--- src/rtl/qos_wrr_scheduler.sv ---
// qos_wrr_scheduler
// Weighted round-robin scheduler for the PCIe QoS path. Arbitrates between
// NUM_Q traffic-class FIFOs, issuing one-hot pop strobes, and steers the
// downstream translation register stage (load/hold) so each popped word is
// captured exactly once. Each class receives up to its weight of pops per
// round; scheduling stalls on !enb or down_afull.
//
// Optional build macro: QOS_STRICT_PRIO_EN -- queue 0 gets strict priority
// over the WRR rotation (it does not consume credit or move the pointer).
//
// Ports
//   clk        rising-edge clock
//   reset      synchronous active-high reset
//   enb        global enable; 0 holds all state
//   empty      per-queue FIFO empty flags
//   weight     per-queue weights, queue i at [i*WEIGHT_W +: WEIGHT_W]; 0 disables
//   down_afull downstream almost-full; blocks pops in the same cycle
//   pop        one-hot FIFO read strobe (combinational)
//   grant_id   queue index of the word valid this cycle (registered)
//   valid_out  popped word present on the FIFO read bus
//   sel_hold   translation-stage select, 0 = load, 1 = hold (= ~valid_out)
//   idle       scheduler in IDLE
//
// state  | meaning
// IDLE   | no eligible queue seen; waiting for work
// RELOAD | load credits from weights (one cycle, no pop)
// SERVE  | pop the queue at ptr while it has credit and data

module qos_wrr_scheduler #(
   parameter int NUM_Q    = 4,
   parameter int WEIGHT_W = 4,
   localparam int PW      = (NUM_Q > 1) ? $clog2(NUM_Q) : 1
) (
   input  logic                      clk,
   input  logic                      reset,
   input  logic                      enb,
   input  logic [NUM_Q-1:0]          empty,
   input  logic [NUM_Q*WEIGHT_W-1:0] weight,
   input  logic                      down_afull,
   output logic [NUM_Q-1:0]          pop,
   output logic [PW-1:0]             grant_id,
   output logic                      valid_out,
   output logic                      sel_hold,
   output logic                      idle
);

   typedef enum logic [1:0] {S_IDLE, S_RELOAD, S_SERVE} state_t;

   state_t              state, state_nxt;
   logic [PW-1:0]       ptr, ptr_nxt;
   logic [WEIGHT_W-1:0] credit     [NUM_Q];
   logic [WEIGHT_W-1:0] credit_nxt [NUM_Q];
   logic [NUM_Q-1:0]    eligible;
   logic                stall;
   logic                any_elig;
   logic                strict_pop;
   logic                found;
   logic [PW-1:0]       cand;
   logic [PW-1:0]       pop_idx;

   always_comb begin
      stall = !enb || down_afull;
      for (int i = 0; i < NUM_Q; i++) begin
         eligible[i] = !empty[i] && (weight[i*WEIGHT_W +: WEIGHT_W] != '0);
      end
`ifdef QOS_STRICT_PRIO_EN
      eligible[0] = !empty[0];
      strict_pop  = (state == S_SERVE) && !stall && !empty[0];
`else
      strict_pop  = 1'b0;
`endif
      any_elig = |eligible;
   end

   always_comb begin
      pop        = '0;
      state_nxt  = state;
      ptr_nxt    = ptr;
      credit_nxt = credit;
      found      = 1'b0;
      cand       = ptr;
      if (!stall) begin
         case (state)
            S_IDLE: begin
               if (any_elig) state_nxt = S_RELOAD;
            end
            S_RELOAD: begin
               for (int i = 0; i < NUM_Q; i++) begin
                  credit_nxt[i] = weight[i*WEIGHT_W +: WEIGHT_W];
               end
               state_nxt = S_SERVE;
            end
            S_SERVE: begin
               if (strict_pop) begin
                  // priority pop leaves the WRR round untouched
                  pop[0] = 1'b1;
               end else begin
                  if (!empty[ptr] && (credit[ptr] != '0)) begin
                     pop[ptr]        = 1'b1;
                     credit_nxt[ptr] = credit[ptr] - WEIGHT_W'(1);
                  end
                  if (!((credit_nxt[ptr] != '0) && !empty[ptr])) begin
                     // ptr itself cannot be serveable here, so NUM_Q-1 probes suffice
                     for (int k = 1; k < NUM_Q; k++) begin
                        cand = ptr + PW'(k);
                        if (!found && !empty[cand] && (credit_nxt[cand] != '0)) begin
                           found   = 1'b1;
                           ptr_nxt = cand;
                        end
                     end
                     if (!found) begin
                        if (any_elig) begin
                           state_nxt = S_RELOAD;
                           ptr_nxt   = ptr + PW'(1);
                        end else begin
                           state_nxt = S_IDLE;
                        end
                     end
                  end
               end
            end
            default: state_nxt = S_IDLE;
         endcase
      end
      // a pop in the reset cycle would lose its word, since valid_out is cleared
      if (reset) pop = '0;
   end

   assign pop_idx = strict_pop ? '0 : ptr;

   always_ff @(posedge clk) begin
      if (reset) begin
         state     <= S_IDLE;
         ptr       <= '0;
         valid_out <= 1'b0;
         grant_id  <= '0;
         for (int i = 0; i < NUM_Q; i++) credit[i] <= '0;
      end else begin
         state     <= state_nxt;
         ptr       <= ptr_nxt;
         credit    <= credit_nxt;
         valid_out <= |pop;
         if (|pop) grant_id <= pop_idx;
      end
   end

   assign sel_hold = ~valid_out;
   assign idle     = (state == S_IDLE);

endmodule

--- config.mk ---
export PLATFORM = sky130hd
export DESIGN_NAME = qos_wrr_scheduler
export DESIGN_NICKNAME = d
export VERILOG_FILES = /design/src/rtl/qos_wrr_scheduler.sv
export SDC_FILE = /design/constraint.sdc
export NUM_CORES = 1
export LEC_CHECK = 0
export BUFFER_PORTS_ARGS = -buffer_cell sky130_fd_sc_hd__buf_4
export CAP_MARGIN = 40
export CORE_ASPECT_RATIO = 0.9
export CORE_MARGIN = 4
export CORE_UTILIZATION = 56
export CTS_CLUSTER_SIZE = 25
export DETAILED_ROUTE_END_ITERATION = 6
export HOLD_SLACK_MARGIN = 0.05
export PLACE_DENSITY = 0.8
export SLEW_MARGIN = 20
export SYNTH_ARGS = -nofsm -noshare
export SYNTH_HDL_FRONTEND = slang
export SYNTH_SLANG_ARGS = --single-unit
--- constraint.sdc ---
create_clock -name clk -period 5.1 [get_ports clk]
set_clock_uncertainty 0.05 [all_clocks]
set_input_delay 1.275 -clock clk [delete_from_list [all_inputs] [get_ports clk]]
set_output_delay 1.275 -clock clk [all_outputs]
set_load 0.02 [all_outputs]
### Yosys cells after proc, flatten, opt, wreduce, memory -nomap -nowiden

Index checks and enable logic that the tools add are counted.
Widths: inputs -> output; s select.

* input bits: 24
* output and inout port bits: 9
* flip-flop bits (word level): 23
* word-level logic and storage cells: 133

* bitwise logic cells: 7
* reductions and logical operators: 41
* muxes and demuxes: 58
* add/sub/neg operators: 4
* equal/unequal tests: 5
* order comparisons: 10

Operator list (count)
* $mux 4: 15
* $mux 16: 3
* $bmux 4 s2: 5
* $reduce_bool 4->1: 9
* $pmux 16 s2: 1
* $mux 1: 18
* $bwmux 16: 1
* $mux 2: 8
* $logic_and 1x1->1: 13
* $ge 3x3->1 const B: 4
* $lt 2x3->1 const B: 4
* $not 2->3: 4
* $logic_not 1->1: 11
* $bmux 1 s2: 4
* $demux 4 s2: 1
* $reduce_or 4->1: 2
* $pmux 2 s3: 1
* $add 2x2->2 const B: 2
* $ne 2x2->1 const B: 2
* $reduce_and 4->1: 1
* $sub 4x1->4 const B: 1
* $lt 3x1->1 const B: 1
* $not 1->1: 3
* $reduce_and 3->1: 1
* other kinds (10): 10

### Longest topological paths before layout

* word-level depth: 35
* gate-level depth with buffers: 13
* depth with buffers taken out: 12

### Worst setup path after synthesis

Ideal clock, no wire load.

* path kind: register to register
* start point: register ptr[0], in the netlist pop_idx[0]
* end point: register ptr[0], in the netlist pop_idx[0]
* arrival time: 3649 ps
* data required time: 4927 ps
* library setup time: 123 ps
* cell stages (with the launch flop): 14
* clock period less this slack: 3822 ps
* slack: 1278 ps
* path buffers: 1
* cells stage by stage: dfxtp_1 -> buf_6 -> mux4_2 -> inv_1 -> ha_1 -> nor2b_1 -> a22oi_2 -> o21ai_1 -> mux2_2 -> o31ai_4 -> mux2_4 -> a2111oi_0 -> nor4_1 -> mux2_1

* longest elaborated chain between the ends: 33
* elaborated cells between the ends (all ways): 77
* those cells by class: add/sub: 4; order compare: 2; mux: 46; bitwise: 5; reduce/logical: 20

RTL lines
* start: declaration: RTL line 50 `logic [PW-1:0] ptr, ptr_nxt;`
* start signal: assignment: RTL line 140 `ptr <= ptr_nxt;`
* $not 2->3 (implied by the code): RTL line 98, 100, 102
* $bmux 4 s2, or another cell as far along: RTL line 98, 100
* $mux 4 (implied by the code) or $logic_and 1x1->1 (tied branches): RTL line 98, 100
* $mux 4, on equally long branches: RTL line 98, 100
* $sub 4x1->4, or another cell as far along: RTL line 100 `credit_nxt[ptr] = credit[ptr] - WEIGHT_W'(1);`
* $bwmux 16 or $logic_and 1x1->1 (tied branches): RTL line 100, 98
* $mux 16: RTL line 98 `if (!empty[ptr] && (credit[ptr] != '0)) begin`
* $mux 16: RTL line 83 `case (state)`
* (+16 left out)
* $mux 1: RTL line 82 `if (!stall) begin`
* $logic_not 1->1: RTL line 106 `if (!found && !empty[cand] && (credit_nxt[cand] != '0)) begin`
* $logic_and 1x1->1 (2 in a row): RTL line 106
* $mux 1: RTL line 106
* $mux 1: RTL line 102 `if (!((credit_nxt[ptr] != '0) && !empty[ptr])) begin`
* $mux 1: RTL line 83
* $mux 1: RTL line 82
* $mux 2: RTL line 111 `if (!found) begin`

Parallel ways exist; a longest one is shown, timed or not. The select of a mux whose other input is x is not followed.
A chain may end at the register's enable or synchronous reset.

### Worst setup path in the final report

* start point: register ptr[0], in the netlist pop_idx[0]
* end point: output port pop[3]

* longest elaborated chain between the ends: 10
* elaborated cells between the ends (all ways): 18
* those cells by class: order compare: 2; mux: 11; bitwise: 1; reduce/logical: 4

RTL lines
* $not 2->3 (implied by the code): RTL line 98
* $bmux 4 s2: RTL line 98
* $mux 4 (implied by the code) (2 in a row): RTL line 98
* $reduce_bool 4->1: RTL line 98
* $logic_and 1x1->1: RTL line 98
* $mux 4 (*): RTL line 98
* $mux 4 (*): RTL line 83
* $mux 4 (*): RTL line 82
* $mux 4 (*): RTL line 126 `if (reset) pop = '0;`
* end: declaration: RTL line 40 `output logic [NUM_Q-1:0] pop,`

Mark *: on every way between the ends. The rest lies on a longest branch, timed or not. The select of a mux whose other input is x is not followed.

==> flow_metrics.env <==
export IMPL_internal_power_uw=290
export IMPL_synth_largest_type_area_fraction=0.240
export IMPL_hold_path_class="flip-flop to flip-flop"
export IMPL_clkLatencyLatePin_ps=270
export IMPL_ioPinCount=33
export IMPL_syn_mean_instance_area_sq_um=8.34
export IMPL_synth_fp_nets=263
export IMPL_grt_antenna_before_repair=0
export IMPL_cts_htree_levels=1
export IMPL_nets=294
export IMPL_type_of_the_setup_path_with_the_least_slack="flip-flop to output port"
export IMPL_achievable_frequency_mhz=245
export IMPL_fillerInstances=253
export IMPL_power_sequential_fraction=0.457
export IMPL_mappedNetlistArea_sq_um=1920
export IMPL_synth_seq_area_share=0.240
export IMPL_tritoncts="built"
export IMPL_cts_buffers_inserted=3
export IMPL_wl_met1_um=2390
export IMPL_drt_first_iter_violations=167
export IMPL_final_layout_size_suffix_gt1_frac=0.238
export IMPL_wl_met2_um=2390
export IMPL_area_share_of_and_or_nand_nor_cells_after_synthesis=0.192
export IMPL_core_region_area_sq_um=3160
export IMPL_util_after_layout=0.706
export IMPL_cp_end_kind="output port"
export IMPL_post_cts_hold_buffer_count=0
export IMPL_finalCritPeriodShare=0.802
export IMPL_die_h_um=63.5
export IMPL_worst_slew_pin_transition_ps=749
export IMPL_synth_ff_type="sky130_fd_sc_hd__dfxtp_1"
export IMPL_die_area_sq_um=4430
export IMPL_stdcell_count=302
export IMPL_finalWirelength_um=5340
export IMPL_drv_cap=0
export IMPL_power_combinational_fraction=0.259
export IMPL_netSwitchingPower_uw=131
export IMPL_num_rows=19
export IMPL_post_place_cells=297
export IMPL_final_area_sq_um=2230
export IMPL_fin_tns_setup_ps=0
export IMPL_final_antenna_net_count=0
export IMPL_relSlewSlack=0.501
export IMPL_met3RoutedLength_um=505
export IMPL_timing_final_hold_violations=0
export IMPL_place_port_buffers=32
export IMPL_powerDensity_nw_per_um2=188
export IMPL_synth_edf_count=0
export IMPL_postSynthCellCount=230
export IMPL_cts_max_path_buffers=2
export IMPL_synth_area_leader_cell="sky130_fd_sc_hd__dfxtp_1"
export IMPL_detailroute_via_count=1896
export IMPL_global_route_overflow_total=0
export IMPL_hpwl_um=4220
export IMPL_grt_max_degree=29
export IMPL_cts_root_buf="sky130_fd_sc_hd__clkbuf_8"
export IMPL_postCtsResizedCells=0
export IMPL_gr_usage_all_layers=0.239
export IMPL_switching_share=0.311
export IMPL_ys_async_sr_fraction=0
export IMPL_route_detailed_vias_per_inst=6.28
export IMPL_wl_per_cell_um=17.7
export IMPL_synth_area_top_cells="sky130_fd_sc_hd__dfxtp_1 (24%), sky130_fd_sc_hd__nor2_1 (8.2%), sky130_fd_sc_hd__a211oi_1 (7.8%), sky130_fd_sc_hd__ha_1 (5.9%), sky130_fd_sc_hd__mux2i_1 (5.7%)"
export IMPL_synthAdderAreaFrac=0.0587
export IMPL_synth_cell_types=49
export IMPL_cts_num_sinks=23
export IMPL_worst_setup_hold_path_clk_slew_ps=90
export IMPL_grt_pass1_wl_um=8580
export IMPL_synth_commonest_cells="sky130_fd_sc_hd__nor2_1 (42), sky130_fd_sc_hd__dfxtp_1 (23), sky130_fd_sc_hd__a211oi_1 (20), sky130_fd_sc_hd__a21oi_1 (17), sky130_fd_sc_hd__inv_1 (14)"
export IMPL_min_period_ps=4090
export IMPL_dieWidth_um=69.7
export IMPL_synth_top_family_by_area="compound AO/OA/AOI/OAI gates"
export IMPL_postCtsSetupBuffers=0
export IMPL_synthXorXnorAreaFrac=0.00457
export IMPL_timing_hold_ws_ps=445
export IMPL_synth_compound_area_frac=0.288
export IMPL_portion_of_total_power_attributed_to_the_clock_network=0.285
export IMPL_path_max_fanout=7
export IMPL_setup_violations=0
export IMPL_maxSlewViolCount=0
export IMPL_setup_repair_after_global_routing_missed_its_margin="no"
export IMPL_synthMuxAreaShare=0.157
export IMPL_insertedDiodeCount=0
export IMPL_critical_path_required_ps=3770
export IMPL_kind_of_start_point_of_the_critical_path="flip-flop"
export IMPL_most_numerous_cell_in_the_yosys_netlist="sky130_fd_sc_hd__nor2_1"
export IMPL_arrival_ps=2760
export IMPL_start_util=0.607
export IMPL_syn2layout_area_growth_pct=16.4
export IMPL_detail_route_drc_violations=0
export IMPL_final_gp_congestion=0.942
export IMPL_p_leak_uw=0.000837
export IMPL_vias_in_the_first_global_route=1731
export IMPL_vdd_drop_max_v=0.000145
export IMPL_top_layer_used="met4"
export IMPL_outcome="finished, final reports clean"
export IMPL_yosysWarningCount=0
export IMPL_place_area_sq_um=2180
export IMPL_drtPass1Iterations=5
export IMPL_post_synthesis_register_bit_count=23
## metrics by stage
stage | setup slack [ps] | total power [uW]
after floorplan | 1280 | 267
after global placement | 971 | 301
after detailed placement | 973 | 302
after CTS | 1050 | 421
after global routing | 789 | 440
final | 1010 | 421
## routing by layer
metal / GRT usage / up-vias
met5: 0 / -
met4: 0.0455 / 0
met3: 0.0429 / 6
met2: 0.377 / 109
met1: 0.342 / 865
li1: - / 916
## worst paths after layout
check / from / end / slack [ps] / depth (start not counted)
setup / recovery: pop_idx[0] / pop[3] / 1010 / 8
hold / removal: grant_id[0] / grant_id[0] / 440 / 2
setup reg to reg: pop_idx[0] / pop_idx[0] / 1020 / 12
hold reg to reg: grant_id[0] / grant_id[0] / 440 / 2
## power by group through the flow
stage / clock network [uW] / registers (uW) / logic, uW
after global routing: 130 / 193 / 118
final: 120 / 192 / 109
after detailed placement: 0 / 196 / 106
after floorplan: 0 / 194 / 73.6
after global placement: 0 / 196 / 105
after CTS: 122 / 192 / 107
## critical path: stages, from the launching register on
cell	delay, ps
sky130_fd_sc_hd__dfxtp_1	410
sky130_fd_sc_hd__mux4_2	620
sky130_fd_sc_hd__inv_1	130
sky130_fd_sc_hd__ha_1	200
sky130_fd_sc_hd__nor2b_1	250
sky130_fd_sc_hd__a22oi_2	140
sky130_fd_sc_hd__o21ai_1	440
sky130_fd_sc_hd__nor2_1	130
sky130_fd_sc_hd__buf_4	190
## registers in the layout, summed over array words and instances, names as in the netlist
name       flops
credit        16
grant_id       2
pop_idx        2
state          2
valid_out      1
## cell families after synthesis
| logic type | count (synthesis) |
|---|---|
| compound gates | 73 |
| xor+xnor | 1 |
| fa+ha+maj | 9 |
| buf+inv | 26 |
| flops | 23 |
| mux | 22 |
| simple gates | 76 |
## layout make-up
class | instances | area (sq um) | area share
Multi-Input combinational cell | 181 | 1340 | 0.602
Sequential cell | 23 | 460 | 0.206
Timing Repair Buffer | 36 | 268 | 0.120
Inverter | 16 | 60.1 | 0.0269
Tap cell | 42 | 52.6 | 0.0235
Clock buffer | 3 | 41.3 | 0.0185
Clock inverter | 1 | 7.51 | 0.00336
## placed cells by master (no fill, tap or decap), drive strengths merged, types with 6 or more instances in the layout
cell	synthesis	final
inv	14	14
a211oi	20	20
a21oi	18	18
dfxtp	23	23
o22ai	8	8
o21ai	8	8
nor2	42	42
nand2	6	6
buf	2	35
nor4	7	7
mux2i	11	11
ha	9	9
mux2	6	6
(Power assumes the default switching activity.)
